**src/rtl/rc5_cbc_ctrl_if.sv**
```systemverilog
// rtl/rc5_cbc_ctrl_if.sv - system-side and rc5_core-side signal bundle for rc5_cbc_ctrl
// RC5_CBC_ECB_EN adds the per-block i_ecb select.
interface rc5_cbc_ctrl_if;
  logic [127:0] i_key;
  logic         i_key_en;
  logic [63:0]  i_iv;
  logic         i_iv_en;
  logic         i_flag;
  logic [63:0]  i_din;
  logic         i_din_en;
`ifdef RC5_CBC_ECB_EN
  logic         i_ecb;
`endif
  logic         o_ready;
  logic [63:0]  o_dout;
  logic         o_dout_en;
  logic         o_key_ok;
  logic         o_core_flag;
  logic [127:0] o_core_key;
  logic         o_core_key_en;
  logic [63:0]  o_core_din;
  logic         o_core_din_en;
  logic [63:0]  i_core_dout;
  logic         i_core_dout_en;
  logic         i_core_key_ok;

  modport slave (
`ifdef RC5_CBC_ECB_EN
    input  i_ecb,
`endif
    input  i_key, i_key_en, i_iv, i_iv_en, i_flag, i_din, i_din_en,
    input  i_core_dout, i_core_dout_en, i_core_key_ok,
    output o_ready, o_dout, o_dout_en, o_key_ok,
    output o_core_flag, o_core_key, o_core_key_en, o_core_din, o_core_din_en
  );

  modport master (
`ifdef RC5_CBC_ECB_EN
    output i_ecb,
`endif
    output i_key, i_key_en, i_iv, i_iv_en, i_flag, i_din, i_din_en,
    output i_core_dout, i_core_dout_en, i_core_key_ok,
    input  o_ready, o_dout, o_dout_en, o_key_ok,
    input  o_core_flag, o_core_key, o_core_key_en, o_core_din, o_core_din_en
  );
endinterface

```
**src/rtl/rc5_cbc_ctrl.sv**
```systemverilog
// rtl/rc5_cbc_ctrl.sv - CBC chaining controller wrapped around rc5_core, one block in flight
// RC5_CBC_ECB_EN enables per-block ECB pass-through via i_ecb.
module rc5_cbc_ctrl (
  input  logic          i_clk,
  input  logic          i_rst_n,
  rc5_cbc_ctrl_if.slave bus
);

  typedef enum logic [1:0] {IDLE, KEY, READY, BUSY} state_t;

  state_t      state, state_nxt;
  logic [63:0] chain, hold;
  logic [63:0] chain_use, core_din_nxt, dout_nxt, chain_done;
  logic        key_load, accept, done, iv_load;
  logic        ecb_in, ecb_q;

`ifdef RC5_CBC_ECB_EN
  assign ecb_in = bus.i_ecb;
`else
  assign ecb_in = 1'b0;
`endif

  always_ff @(posedge i_clk or negedge i_rst_n) begin
    if (!i_rst_n) state <= IDLE;
    else          state <= state_nxt;
  end

  always_comb begin
    state_nxt = state;
    key_load  = 1'b0;
    accept    = 1'b0;
    done      = 1'b0;
    case (state)
      IDLE: begin
        if (bus.i_key_en) begin
          key_load  = 1'b1;
          state_nxt = KEY;
        end
      end
      // The core's key_ok from a previous key is stale while the new key pulse is still out.
      KEY: begin
        if (bus.i_core_key_ok && !bus.o_core_key_en) state_nxt = READY;
      end
      READY: begin
        if (bus.i_key_en) begin
          key_load  = 1'b1;
          state_nxt = KEY;
        end else if (bus.i_din_en) begin
          accept    = 1'b1;
          state_nxt = BUSY;
        end
      end
      BUSY: begin
        if (bus.i_core_dout_en) begin
          done      = 1'b1;
          state_nxt = READY;
        end
      end
      default: state_nxt = IDLE;
    endcase
  end

  // An IV loaded alongside the block start applies to that block.
  always_comb begin
    iv_load      = bus.i_iv_en && (state != BUSY);
    chain_use    = iv_load ? bus.i_iv : chain;
    core_din_nxt = (bus.i_flag && !ecb_in) ? (bus.i_din ^ chain_use) : bus.i_din;
    dout_nxt     = (bus.o_core_flag || ecb_q) ? bus.i_core_dout : (bus.i_core_dout ^ chain);
    chain_done   = bus.o_core_flag ? bus.i_core_dout : hold;
  end

  always_ff @(posedge i_clk or negedge i_rst_n) begin
    if (!i_rst_n) begin
      chain             <= '0;
      hold              <= '0;
      ecb_q             <= 1'b0;
      bus.o_core_key    <= '0;
      bus.o_core_key_en <= 1'b0;
      bus.o_core_din    <= '0;
      bus.o_core_din_en <= 1'b0;
      bus.o_core_flag   <= 1'b0;
      bus.o_dout        <= '0;
      bus.o_dout_en     <= 1'b0;
    end else begin
      bus.o_core_key_en <= key_load;
      bus.o_core_din_en <= accept;
      bus.o_dout_en     <= done;
      if (key_load) bus.o_core_key <= bus.i_key;
      if (iv_load)  chain          <= bus.i_iv;
      if (accept) begin
        bus.o_core_din  <= core_din_nxt;
        bus.o_core_flag <= bus.i_flag;
        hold            <= bus.i_din;
        ecb_q           <= ecb_in;
      end
      if (done) begin
        bus.o_dout <= dout_nxt;
        if (!ecb_q) chain <= chain_done;
      end
    end
  end

  assign bus.o_ready  = (state == READY);
  assign bus.o_key_ok = bus.i_core_key_ok && (state != KEY);

endmodule

```
**src/flat_wrapper.sv**
```systemverilog
// flat-port wrapper written by rule: the top's interface ports become plain ports
module rc5_cbc_ctrl_flat 
  (i_clk, i_rst_n, bus_i_key, bus_i_key_en, bus_i_iv, bus_i_iv_en, bus_i_flag, bus_i_din, bus_i_din_en, bus_i_core_dout, bus_i_core_dout_en, bus_i_core_key_ok, bus_o_ready, bus_o_dout, bus_o_dout_en, bus_o_key_ok, bus_o_core_flag, bus_o_core_key, bus_o_core_key_en, bus_o_core_din, bus_o_core_din_en);
  rc5_cbc_ctrl_if bus_i ();
  input  logic i_clk;
  input  logic i_rst_n;
  input wire logic [$bits(bus_i.i_key)-1:0] bus_i_key;
  input wire logic [$bits(bus_i.i_key_en)-1:0] bus_i_key_en;
  input wire logic [$bits(bus_i.i_iv)-1:0] bus_i_iv;
  input wire logic [$bits(bus_i.i_iv_en)-1:0] bus_i_iv_en;
  input wire logic [$bits(bus_i.i_flag)-1:0] bus_i_flag;
  input wire logic [$bits(bus_i.i_din)-1:0] bus_i_din;
  input wire logic [$bits(bus_i.i_din_en)-1:0] bus_i_din_en;
  input wire logic [$bits(bus_i.i_core_dout)-1:0] bus_i_core_dout;
  input wire logic [$bits(bus_i.i_core_dout_en)-1:0] bus_i_core_dout_en;
  input wire logic [$bits(bus_i.i_core_key_ok)-1:0] bus_i_core_key_ok;
  output wire logic [$bits(bus_i.o_ready)-1:0] bus_o_ready;
  output wire logic [$bits(bus_i.o_dout)-1:0] bus_o_dout;
  output wire logic [$bits(bus_i.o_dout_en)-1:0] bus_o_dout_en;
  output wire logic [$bits(bus_i.o_key_ok)-1:0] bus_o_key_ok;
  output wire logic [$bits(bus_i.o_core_flag)-1:0] bus_o_core_flag;
  output wire logic [$bits(bus_i.o_core_key)-1:0] bus_o_core_key;
  output wire logic [$bits(bus_i.o_core_key_en)-1:0] bus_o_core_key_en;
  output wire logic [$bits(bus_i.o_core_din)-1:0] bus_o_core_din;
  output wire logic [$bits(bus_i.o_core_din_en)-1:0] bus_o_core_din_en;
  assign bus_i.i_key = bus_i_key;
  assign bus_i.i_key_en = bus_i_key_en;
  assign bus_i.i_iv = bus_i_iv;
  assign bus_i.i_iv_en = bus_i_iv_en;
  assign bus_i.i_flag = bus_i_flag;
  assign bus_i.i_din = bus_i_din;
  assign bus_i.i_din_en = bus_i_din_en;
  assign bus_i.i_core_dout = bus_i_core_dout;
  assign bus_i.i_core_dout_en = bus_i_core_dout_en;
  assign bus_i.i_core_key_ok = bus_i_core_key_ok;
  assign bus_o_ready = bus_i.o_ready;
  assign bus_o_dout = bus_i.o_dout;
  assign bus_o_dout_en = bus_i.o_dout_en;
  assign bus_o_key_ok = bus_i.o_key_ok;
  assign bus_o_core_flag = bus_i.o_core_flag;
  assign bus_o_core_key = bus_i.o_core_key;
  assign bus_o_core_key_en = bus_i.o_core_key_en;
  assign bus_o_core_din = bus_i.o_core_din;
  assign bus_o_core_din_en = bus_i.o_core_din_en;
  rc5_cbc_ctrl u_core (.i_clk(i_clk), .i_rst_n(i_rst_n), .bus(bus_i));
endmodule
```
**config.mk**
```make
export PLATFORM = sky130hd
export DESIGN_NAME = rc5_cbc_ctrl_flat
export DESIGN_NICKNAME = d
export VERILOG_FILES = /design/src/rtl/rc5_cbc_ctrl_if.sv /design/src/rtl/rc5_cbc_ctrl.sv /design/src/flat_wrapper.sv
export SDC_FILE = /design/constraint.sdc
export NUM_CORES = 1
export LEC_CHECK = 0
export BUFFER_PORTS_ARGS = -buffer_cell sky130_fd_sc_hd__buf_2
export CAP_MARGIN = 20
export CORE_AREA = 8 8 224 226
export CTS_CLUSTER_SIZE = 8
export DETAILED_ROUTE_END_ITERATION = 12
export DIE_AREA = 0 0 232 234
export HOLD_SLACK_MARGIN = 0.1
export SKIP_LAST_GASP = 1
export SYNTH_ARGS = -nofsm -noshare
export SYNTH_HDL_FRONTEND = slang
export SYNTH_SLANG_ARGS = --single-unit
```
**constraint.sdc**
```tcl
create_clock -name i_clk -period 4.9 [get_ports i_clk]
set_input_delay 0.98 -clock i_clk [delete_from_list [all_inputs] [get_ports i_clk]]
set_output_delay 0.98 -clock i_clk [all_outputs]
set_load 0.005 [all_outputs]
```
* After elaboration in Yosys (flattened, before gate mapping)
Index checks and enable logic that the tools add are counted.
** Word-level totals
- Flip-flop bits (word level) :: 390
- Output and inout port bits :: 262
- Word-level logic and storage cells :: 46
** Cells by class
- Equality and inequality tests :: 9
- Mux-type cells :: 18
- Bitwise logic cells :: 2
- Reduce and logical (&&, ||, !) cells :: 7
** Operator list (count)
- $mux 64 :: 5
- $xor 64x64->64 :: 2
- $mux 2 :: 5
- $pmux 2 s4 :: 1
- $mux 1 :: 7
- $ne 2x2->1 const B :: 3
- $eq 2x2->1 const B :: 2
- $ne 2x1->1 const B :: 2
- $reduce_and 4->1 :: 1
- $logic_and 1x1->1 :: 3
- $ne 3x3->1 const B :: 1
- $eq 2x1->1 const B :: 1
- $logic_not 2->1 :: 1
- $reduce_or 2->1 :: 1
- $logic_not 1->1 :: 1

* Longest topological paths before layout
Gate-level depths: netlist of run 1.
- Depth in word-level cells :: 5
- Gate-level depth with buffers :: 6

* Worst setup path before layout of run 1
Ideal clock, no wire load.
- Path type :: input to register
- Start point :: in bus_i_key_en
- End point :: reg u_core.bus.o_core_key[100]
- Setup time :: 0.125 ns
- Arrival time :: 2.060 ns
- Slack :: 2.715 ns
- Cell stages on the path :: 5
- Buffers on the path :: 3
- Cells stage by stage :: nor2b_1 > clkbuf_1 > clkbuf_1 > buf_2 > mux2_2
** On the way
- Longest elaborated chain between the ends :: 2
** RTL lines
- from (decl) :: line flat_wrapper.sv:8 : input wire logic [$bits(bus_i.i_key_en)-1:0] bus_i_key_en;
- $mux 1 :: line rc5_cbc_ctrl.sv:35, rc5_cbc_ctrl.sv:45
- $mux 1
- to (signal assigned) :: line rc5_cbc_ctrl.sv:88 : if (key_load) bus.o_core_key <= bus.i_key;
- to (decl) :: line rc5_cbc_ctrl_if.sv:34 : output o_core_flag, o_core_key, o_core_key_en, o_core_din, o_core_din_en
No other way between the ends.
A chain may end at the register's enable or synchronous reset.

* Worst setup path after layout of run 1
- Start point :: reg u_core.bus.o_core_flag
- End point :: out bus_o_core_flag
** RTL lines
- from (decl) :: line rc5_cbc_ctrl_if.sv:34
- from (signal assigned) :: line rc5_cbc_ctrl.sv:92 : bus.o_core_flag <= bus.i_flag;
- to (decl) :: line flat_wrapper.sv:21 : output wire logic [$bits(bus_i.o_core_flag)-1:0] bus_o_core_flag;
No word-level cell between the ends.

==> metrics.txt, run 1 <==
# DRC=0; largest net degree at the start of global routing=133; Least-Margin Pin Slew=944 ps; most area-consuming cells after synthesis=dfrtp_1 54%, mux2_2 12%, mux2i_1 7.1%; worst clock skew=12.7 ps; setup violation total in the final timing report=0; CTS Root Buffer Type=clkbuf_16; number of buffers and inverters on the critical path=1; status=complete, no violations; post-synthesis cell count=1607; CTS Hold Buffers Added=0; share of the synthesized area in the top cell type=53.8%; TritonCTS clock tree=done; highest-delay cell along the critical path=dfrtp_4; unrepaired setup endpoints after global routing=no; number of clock sinks seen by CTS=390; worst IR drop on VDD=0.000373 V; setup TNS after final layout=0 ps; final weighted congestion in routability-driven placement=0.819; initial drt markers=769; max_slew headroom=37.1%; buffer count from post-CTS setup fixing=0; Worst Reg-to-Reg Cells=4; via-per-instance ratio=5.01; cell breakdown of the critical path=buf_2; post-synthesis cell area=0.0182 mm^2; Detailed Place HPWL=42.4 mm; Yosys Warn Count=0; post-CTS clock slew at the launch and capture registers of the worst setup and hold paths=50 ps; WL per Instance=20.6 um; number of synthesized register bits=390; number of global-route vias before repair=14600; number of nets with antenna violations after routing=0; maximum number of buffers from clock root to sink=3; effective utilization at floorplan=38.8%; initial antenna violation count=23; global-route wire length before repair=86.6 mm; crit path setup slack, layout=2190 ps; max frequency=369 MHz; Max Cap Viol=0; fin nets=2487; post-route minimum period=2710 ps; number of top-level pins=590; worst slack after detailed placement=2000 ps; instance count on the critical path=1; Mapped Avg Cell Area=11.3 um^2; type of the worst min-delay path=in -> async; global route overflow=0; crit-path leading delay family=flip-flops; die width=232 um; final number of max-transition violations=0; number of buffers inserted by port buffering=589; clock latency on the worst-skew pair=580 ps; area grow syn2layout=27.6%; number of standard-cell rows in the floorplan=80; CTS H-tree lvls=2; die span in y=234 um; layout cell share with drive strength beyond 1=40.0%; delay of the slowest cell on the worst path=890 ps; syn_nets=1935; detailed-router iteration count before antenna repair=5; total via count after detailed routing=14000; Synth cell types=21; share of the yosys chip area belonging to registers=53.8%; hold violation count in the final report=0; power density over the cells=632 mW/mm^2; Required @ worst endpoint=3920 ps; Crit. End Element=output port; cts bufs inserted=55; Final Cycle Share=55.2%; leakage=10.7 nW; CP arrival=1730 ps; die footprint=0.0543 mm^2; cell type with the highest aggregate area in the netlist=dfrtp_1; area of the placeable core=0.0468 mm^2; total wire length=57.6 mm; crit path launch type=flop; count of instances resized after the clock tree is built=0; global router's overall resource usage=20.5%; critical setup path kind=reg -> out; top fanout value on the critical path=63
[stage by stage]
stage | hold WS (ps) | utilization [%] | cells | instance area (um^2) | power, mW
after floorplan | 473 | - | 1607 | 18200 | 9.03
after global placement | 458 | 46.3 | 2717 | 21700 | 11.3
after detailed placement | 465 | 46.3 | 2717 | 21700 | 11.5
after CTS | 412 | 49.4 | 2780 | 23100 | 14.9
after global routing | 440 | 49.4 | 2790 | 23200 | 15.7
final | 404 | 49.5 | 2795 | 23200 | 14.6
[final cells by class]
cell class	count	area, um^2
fill	4377	23700
sequential	390	9760
multi-input combinational	1102	7900
timing repair buffer	608	3240
clock buffer	60	1420
tap	615	769
antenna	15	37.5
clock inverter	3	33.8
inverter	2	7.51
[state kept, by name, summed over array words and instances, names as in the netlist]
name,flops
u_core.bus.o_dout,64
u_core.bus.o_dout_en,1
u_core.chain,64
u_core.bus.o_core_flag,1
u_core.state,2
u_core.bus.o_core_din_en,1
u_core.bus.o_core_din,64
u_core.bus.o_core_key,128
u_core.bus.o_core_key_en,1
u_core.hold,64
[final timing paths]
check,slack (ps),endpoint,startpoint
max in group asynchronous,3400,u_core.bus.o_core_key[82],i_rst_n
max reg2reg,2450,u_core.chain[61],u_core.state[0]
min reg2reg,470,u_core.bus.o_dout[1],u_core.bus.o_dout[1]
min,400,u_core.chain[16],i_rst_n
min in group i_clk,470,u_core.bus.o_dout[1],u_core.bus.o_dout[1]
max,2190,bus_o_core_flag,u_core.bus.o_core_flag
[cells by family (layout without fill, tap and decap cells)]
kind of cell	count (synthesis)	count (layout)	share of synthesized area, %
AOI/OAI and AO/OA	259	259	8.06
xor gates and xnor gates	128	128	6.17
buffers and inverters	115	673	2.92
DFF	390	390	53.8
muxes	322	322	19.1
other	0	15	0
and+or+nand+nor	393	393	10.0
[power by group]
group | total (mW) | internal [mW] | switching (mW)
Sequential | 5.81 | 4.84 | 0.974
Combinational | 5.49 | 2.81 | 2.68
Clock | 3.33 | 2.00 | 1.33
[layout by cell type, fill, tap and decap left out, types with 2 or more instances in the layout]
cell type and instances:
xnor2_1 128, buf_2 587, a21oi_1 129, mux2_2 193, buf_4 9, nor2b_1 130
inv_1 2, clkbuf_16 56, nand2_1 192, nor2_1 66, diode_2 15, buf_12 11
a211oi_1 64, clkbuf_1 4, o21ai_0 64, dfrtp_1 389, mux2i_1 129
[cells in the mapped netlist]
cell,count
mux2i_1,129
buf_4,10
a21boi_0,1
mux2_2,193
nor3b_2,1
xnor2_1,128
nand2_1,192
dfrtp_1,390
buf_2,49
buf_1,8
nand3_1,1
o21ai_0,64
nor2_1,66
and2_1,1
nor2b_1,131
a211o_1,1
clkbuf_1,46
nand2b_1,1
a211oi_1,64
inv_1,2
a21oi_1,129
[per-layer routing]
| layer | vias to the layer above | wire length (um) | global-route usage, % | part of all wire (%) |
|---|---|---|---|---|
| met5 | - | 88 | 0 | 0.15 |
| met4 | 16 | 2190 | 8.44 | 3.8 |
| met3 | 111 | 4920 | 7.34 | 8.5 |
| met2 | 486 | 28100 | 34.1 | 49 |
| met1 | 6818 | 22300 | 23.9 | 39 |
| li1 | 6583 | - | - | - |
No activity file was read; power rests on OpenSTA's default activity.
==> run 2, diff against run 1 <==
--- a/config.mk
+++ b/config.mk
@@ -5,13 +5,15 @@
 export SDC_FILE = /design/constraint.sdc
 export NUM_CORES = 1
 export LEC_CHECK = 0
+export ABC_AREA = 1
 export BUFFER_PORTS_ARGS = -buffer_cell sky130_fd_sc_hd__buf_2
 export CAP_MARGIN = 20
-export CORE_AREA = 8 8 224 226
+export CORE_AREA = 8 8 223 225
 export CTS_CLUSTER_SIZE = 8
 export DETAILED_ROUTE_END_ITERATION = 12
-export DIE_AREA = 0 0 232 234
+export DIE_AREA = 0 0 231 233
 export HOLD_SLACK_MARGIN = 0.1
+export PLACE_DENSITY = 0.67
 export SKIP_LAST_GASP = 1
 export SYNTH_ARGS = -nofsm -noshare
 export SYNTH_HDL_FRONTEND = slang
==> constraint.sdc (replaced) <==
create_clock -name i_clk -period 2.8 [get_ports i_clk]
set_input_delay 0.56 -clock i_clk [delete_from_list [all_inputs] [get_ports i_clk]]
set_output_delay 0.56 -clock i_clk [all_outputs]
set_load 0.005 [all_outputs]
==> run 2 against run 1 <==
Clock skew increased by 12 ps. Critical path type unchanged. Register-to-register slack got worse by 1600 ps. Sequential share of layout area decreased by 1.6 points. Critical endpoint is now bus_o_ready. First-iteration DRC count increased by 59%. Synthesized cell count increased by 60%. Cell area increased by 3.8%. Non-clock buffer count increased by 18. Clock power increased by 72%. Clock-buffer cell count decreased by 5. Core utilization increased by 2.8 points. Final cell count increased by 33%. Via count increased by 33%. Highest routed layer unchanged. Largest power group is now combinational cells.
==> metrics.txt, run 2 <==
status=complete, no violations; power density over the cells=1080 mW/mm^2 (+70%); number of flip-flops in the largest register=128 (unchanged); share of the yosys chip area belonging to registers=51.2% (-2.6 points); cts bufs inserted=54 (-1.8%); leakage=13.7 nW (+28%); max_slew headroom=52.4% (+15 points); total wire length=67.7 mm (+18%); WL per Instance=18.3 um (-11%); max frequency=496 MHz; area taken by flip-flops and latches=0.00976 mm^2 (about the same); part of the total power dissipated in sequential elements=38.3% (-1.4 points); die span in y=233 um (-0.43%); CTS Hold Buffers Added=1 (+1); Synth cell types=16 (-24%); combinational group share of total power=39.5% (+2.0 points); worst slack after detailed placement=844 ps (-1160 ps); FILL cells=4388 (+0.25%); most frequent cells in the layout=962 x nand2_1, 586 x buf_2, 390 x dfrtp_1; Yosys Warn Count=0 (unchanged); type of the worst min-delay path=in -> reg; CTS Root Buffer Type=clkbuf_16; number of nets with antenna violations after routing=0 (unchanged); delay of the slowest cell on the worst path=490 ps (-400 ps); number of clock sinks seen by CTS=390 (unchanged); Least-Margin Pin Slew=714 ps (-230 ps); global route overflow=0 (unchanged); number of synthesized register bits=390 (unchanged); area of the placeable core=0.0461 mm^2 (-1.7%); initial antenna violation count=23 (unchanged); crit-path leading delay family=flip-flops; CTS H-tree lvls=2 (unchanged); post-synthesis cell area=0.0191 mm^2 (+5.1%); async set or reset register ratio after synthesis=100% (unchanged); area used by multi-input combinational logic=0.00767 mm^2 (-3.0%); critical setup path kind=reg -> out; CP arrival=1450 ps (-280 ps); Crit. End Element=output port; cell breakdown of the critical path=nor2_2 > buf_2; portion of total power attributed to the clock network=22.2% (-0.6 points); number of flops mapped to enable cells by yosys=0 (unchanged); worst clock skew=24.3 ps (+11.6 ps); total via count after detailed routing=18700 (+33%); list of most frequent post-synthesis cells=966 x nand2_1, 390 x dfrtp_1, 324 x nand3_1, 262 x inv_1, 167 x o21ai_0; switching power as a share of total power=39.6% (+5.5 points); syn_nets=2893 (+50%); switching component of the power=10.2 mW (+110%); final number of max-transition violations=0 (unchanged); final weighted congestion in routability-driven placement=0.888 (+8.4%); Cell Count Post-Placement=3636 (+34%); initial drt markers=1226 (+59%); post-synthesis cell count=2565 (+60%); Biggest register=u_core.bus.o_core_key; global router's overall resource usage=24.2% (+3.7 points); post-CTS clock slew at the launch and capture registers of the worst setup and hold paths=50 ps (about the same); count of instances resized after the clock tree is built=0 (unchanged); buffer count from post-CTS setup fixing=0 (unchanged); largest net degree at the start of global routing=131 (-1.5%); most common cell after layout, fill and taps aside=nand2_1; Final Hold Slack=171 ps (-234 ps); detailed-router iteration count before antenna repair=9 (+4); die footprint=0.0538 mm^2 (-0.86%); maximum number of buffers from clock root to sink=3 (unchanged); Detailed Place HPWL=49.0 mm (+16%); crit path launch type=flop; effective utilization at floorplan=41.4% (+2.7 points); clock latency on the worst-skew pair=590 ps (about the same); number of buffers and inverters on the critical path=1 (unchanged); number of global-route vias before repair=18500 (+27%); fin nets=3414 (+37%); share of the synthesized area in the top cell type=51.2% (-2.6 points); most area-consuming cells after synthesis=dfrtp_1 51%, nand2_1 19%, nand3_1 8.5%; TritonCTS clock tree=done; Finished Layout Cells=3704 (+33%); global-route wire length before repair=104 mm (+20%); unrepaired setup endpoints after global routing=no; Final Cycle Share=72.0%; number of top-level pins=590 (unchanged); total internal power=15.6 mW (+62%); Primary FF master, synth=dfrtp_1; power after layout=25.9 mW (+77%); via-per-instance ratio=5.05 (+0.73%); highest-delay cell along the critical path=dfrtp_1; most frequent cell after synthesis=nand2_1; setup TNS after final layout=0 ps (unchanged); Max Cap Viol=0 (unchanged); area grow syn2layout=26.1%; layout cell share with drive strength beyond 1=22.4% (-18 points); cell type with the highest aggregate area in the netlist=dfrtp_1; hold violation count in the final report=0 (unchanged); post-route minimum period=2010 ps; worst IR drop on VDD=0.000650 V (+74%); die width=231 um (-0.43%); number of standard-cell rows in the floorplan=79 (-1.3%); setup violation total in the final timing report=0 (unchanged); Required @ worst endpoint=2240 ps (-1680 ps); # DRC=0 (unchanged); top fanout value on the critical path=7 (-89%); crit path setup slack, layout=785 ps (-1410 ps); Mapped Avg Cell Area=7.44 um^2 (-34%); number of buffers inserted by port buffering=589 (unchanged)
-- run 2: changes by cell type in the layout (fill, tap and decap cells not counted), sizes merged, moves of 71 or more --
cell and delta:
mux2i -129, xnor2 -128, inv +262, nand3 +323, nand2 +774, nor2b -131
mux2 -193, o21ai +125, nor2 +71
-- run 2: metrics by stage --
stage	instance area (um^2)	util [%]
after floorplan	19100	-
after global placement	22600	49.1
after detailed placement	22600	49.1
after CTS	24000	52.2
after global routing	24000	52.2
final	24100	52.2
-- run 2: final cells by class --
cell class                      instances  share of cell area (%)
Sequential cell                       390                    40.6
Multi-Input combinational cell       1750                    31.9
Timing Repair Buffer                  626                    14.4
Clock buffer                           55                    5.67
Inverter                              264                    4.13
Tap cell                              607                    3.16
Clock inverter                          3                   0.140
Antenna cell                            9                  0.0936
-- run 2: worst min-delay path: stages --
cell and delay [ps]:
buf_2 70, nand2_1 40, nand2_1 40
-- run 2: power by group through the flow --
stage                     registers [mW]  clock network (mW)  logic, mW
after floorplan                     9.82                   0       5.76
after global placement              9.86                   0       10.1
after detailed placement            9.92                   0       10.4
after CTS                           9.90                5.89       10.4
after global routing                10.2                6.10       11.5
final                               9.93                5.74       10.2
-- run 2: cell families after synthesis --
kind of cell	after synthesis	synth area share, %
simple gates	1427	30.2
buf+inv	425	8.87
xor+xnor	64	2.94
compound gates	259	6.82
flops	390	51.2
-- run 2: worst paths after layout --
check	startpoint	endpoint	slack [ps]	cells after the start
setup / recovery	u_core.state[0]	bus_o_ready	790	2
hold / removal	bus_i_key[91]	u_core.bus.o_core_key[91]	170	3
setup reg to reg	u_core.bus.o_core_flag	u_core.bus.o_dout[57]	890	6
hold reg to reg	u_core.bus.o_core_key[32]	u_core.bus.o_core_key[32]	470	2
max in group asynchronous	i_rst_n	u_core.bus.o_dout[47]	1360	3
min in group asynchronous	i_rst_n	u_core.chain[16]	540	2
-- run 2: metal layers --
metal / vias to the layer above / global-route usage [%] / wire [um]
met1: 8764 / 28.1 / 25700
met4: 18 / 11.2 / 3030
met3: 185 / 6.38 / 5460
met2: 748 / 41.6 / 33400
met5: - / 0 / 117
li1: 8993 / - / -
==> run 3, diff against run 2 <==
--- a/config.mk
+++ b/config.mk
@@ -13,7 +13,7 @@
 export DETAILED_ROUTE_END_ITERATION = 12
 export DIE_AREA = 0 0 231 233
 export HOLD_SLACK_MARGIN = 0.1
-export PLACE_DENSITY = 0.67
+export PLACE_DENSITY = 0.69
 export SKIP_LAST_GASP = 1
 export SYNTH_ARGS = -nofsm -noshare
 export SYNTH_HDL_FRONTEND = slang
==> constraint.sdc (replaced) <==
create_clock -name i_clk -period 1.8 [get_ports i_clk]
set_input_delay 0.36 -clock i_clk [delete_from_list [all_inputs] [get_ports i_clk]]
set_output_delay 0.36 -clock i_clk [all_outputs]
set_load 0.005 [all_outputs]
==> run 3 against run 2 <==
Global-route usage grew 2.6 points. Die area stayed put. Power is 62% higher. Sequential power is 57% higher. Non-clock buffer count up 274. Combinational power increased by 67%. Core utilization is 6.3 points higher. Clock-buffer cell count grew 5. Sequential share of layout area is 4.4 points lower. Register-to-register slack lost 720 ps. Worst hold slack got worse by 34 ps. Critical path type unchanged. Critical endpoint is now bus_o_key_ok.
==> metrics.txt, run 3 (synthesized netlist as in run 2, its figures left out) <==
status=complete, no violations; TritonCTS clock tree=done; number of clock sinks seen by CTS=390 (unchanged); max_slew headroom=68.8% (+16 points); final number of max-transition violations=0 (unchanged); global-route wire length before repair=115 mm (+11%); cts bufs inserted=55 (+1.9%); final weighted congestion in routability-driven placement=0.908 (+2.2%); type of the worst min-delay path=in -> reg; number of top-level pins=590 (unchanged); max frequency=571 MHz; area grow syn2layout=41.3%; global router's overall resource usage=26.9% (+2.6 points); setup violation total in the final timing report=0 (unchanged); highest signal layer in the routed design=met5; worst clock skew=11.6 ps (-12.7 ps); Crit. End Element=output port; post-CTS clock slew at the launch and capture registers of the worst setup and hold paths=50 ps (about the same); fin nets=3689 (+8.1%); FILL cells=3916 (-11%); hold violation count in the final report=0 (unchanged); Biggest register=u_core.bus.o_core_key; crit path launch type=flop; total via count after detailed routing=20400 (+8.8%); area used by multi-input combinational logic=0.00767 mm^2 (about the same); area of the placeable core=0.0461 mm^2 (unchanged); Worst Reg-to-Reg Cells=7 (+1); layout cell share with drive strength beyond 1=21.4% (-1.0 points); # DRC=0 (unchanged); Final Cycle Share=97.3%; number of nets with antenna violations after routing=0 (unchanged); via-per-instance ratio=5.11 (+1.1%); hold_sp=bus_i_core_dout[12]; met2 routed WL=35.9 mm (+7.4%); initial drt markers=1688 (+38%); most common cell after layout, fill and taps aside=nand2_1; number of global-route vias before repair=20700 (+12%); die span in y=233 um (unchanged); share of the core filled with cells in the final layout=58.5% (+6.3 points); Max Cap Viol=0 (unchanged); number of flip-flops in the largest register=128 (unchanged); total met3 wirelength after detailed routing=6.15 mm (+13%); post-route minimum period=1750 ps; clock latency on the worst-skew pair=590 ps (about the same); global route overflow=0 (unchanged); CP arrival=1390 ps (-60 ps); WL per Instance=18.6 um (+1.7%); die footprint=0.0538 mm^2 (unchanged); die width=231 um (unchanged); unrepaired setup endpoints after global routing=no; top fanout value on the critical path=3 (-4); critical register-to-register path endpoint=u_core.bus.o_core_din[34]; effective utilization at floorplan=41.4% (unchanged); total wire length=74.1 mm (+9.4%); r2r startpoint=u_core.state[0]; worst IR drop on VDD=0.00119 V (+84%); number of standard-cell rows in the floorplan=79 (unchanged); number of buffers inserted by port buffering=589 (unchanged); most frequent cells in the layout=962 x nand2_1, 586 x buf_2, 388 x dfrtp_1; setup TNS after final layout=0 ps (unchanged); detailed-router iteration count before antenna repair=7 (-2); Detailed Place HPWL=50.7 mm (+3.3%); Worst Hold Endpoint=u_core.chain[12]; Worst Hold Path Cells=3 (unchanged); power density over the cells=1550 mW/mm^2 (+44%); Required @ worst endpoint=1440 ps (-800 ps); maximum number of buffers from clock root to sink=3 (unchanged); Met1 Wirelength=27.2 mm (+5.7%); CTS H-tree lvls=2 (unchanged); initial antenna violation count=12 (-48%); leakage=14.9 nW (+9.1%); area taken by flip-flops and latches=0.00976 mm^2 (about the same); critical setup path kind=reg -> out; CTS Root Buffer Type=clkbuf_16; largest net degree at the start of global routing=102 (-22%); Least-Margin Pin Slew=468 ps (-245 ps); Register-to-Register Setup Slack=170 ps (-720 ps)
## run 3: cell count changes in the layout (fill, tap and decap cells not counted), sizes merged
cell         previous run  this run
inv                   265       267
buf                   625       650
clkbuf                 55        60
dlygate4sd3             1       250
bufinv                  0         1
clkinv                  2         0
diode                   9        10
## run 3: cell type report
cell class	count	area share (%)
sequential	390	36.2
multi-input combinational	1750	28.5
timing repair buffer	900	23.3
clock buffer	60	5.21
inverter	264	3.69
tap	607	2.82
clock inverter	4	0.209
antenna	10	0.0928
## run 3: worst max-delay path, cell delays in order (launching register included)
cell     delay [ps]
dfrtp_2         420
inv_2            70
a21oi_1         150
buf_2           160
## run 3: what timing repair did
action	in CTS	in global routing
endpoints found under the setup margin	2	0
buffers inserted	2	0
hold endpoints to repair	650	0
gates resized for setup	3	0
hold buffers	250	0
## run 3: report_power, final
group	total (mW)	switching, mW	internal [mW]
clock network	9.30	3.75	5.55
registers	15.6	2.60	13.0
logic	17.0	10.3	6.64
total	41.9	16.7	25.2
## run 3: how the worst max path moves through the flow
stage / endpoint / slack [ps] / startpoint / cells after the start
3_3_place_gp: u_core.bus.o_core_din[36] / 270 / bus_i_key_en / 8
4_1_cts: bus_o_key_ok / 20 / u_core.state[1] / 3
5_1_grt: bus_o_key_ok / 10 / u_core.state[1] / 3
2_1_floorplan: u_core.chain[22] / 430 / u_core.bus.o_core_flag / 7
6_report: bus_o_key_ok / 50 / u_core.state[1] / 3
3_5_place_dp: u_core.bus.o_core_din[18] / 220 / u_core.state[0] / 7
## run 3: layer usage
layer | up-vias | global-route usage (%)
li1 | 9543 | -
met1 | 9482 | 31.0
met2 | 1080 | 45.0
met3 | 243 | 6.15
met4 | 4 | 16.8
met5 | - | 0
## run 3: through the flow
step	setup WS (ps)	hold slack [ps]	total power, mW	area, um^2	cells
floorplan	434	64.4	24.2	19100	2565
global placement	275	254	31.3	23000	3659
detailed placement	216	254	31.8	23000	3659
CTS	22.8	102	41.8	26900	3975
global route	14.5	132	44.9	27000	3983
finish	49.2	137	41.9	27000	3985
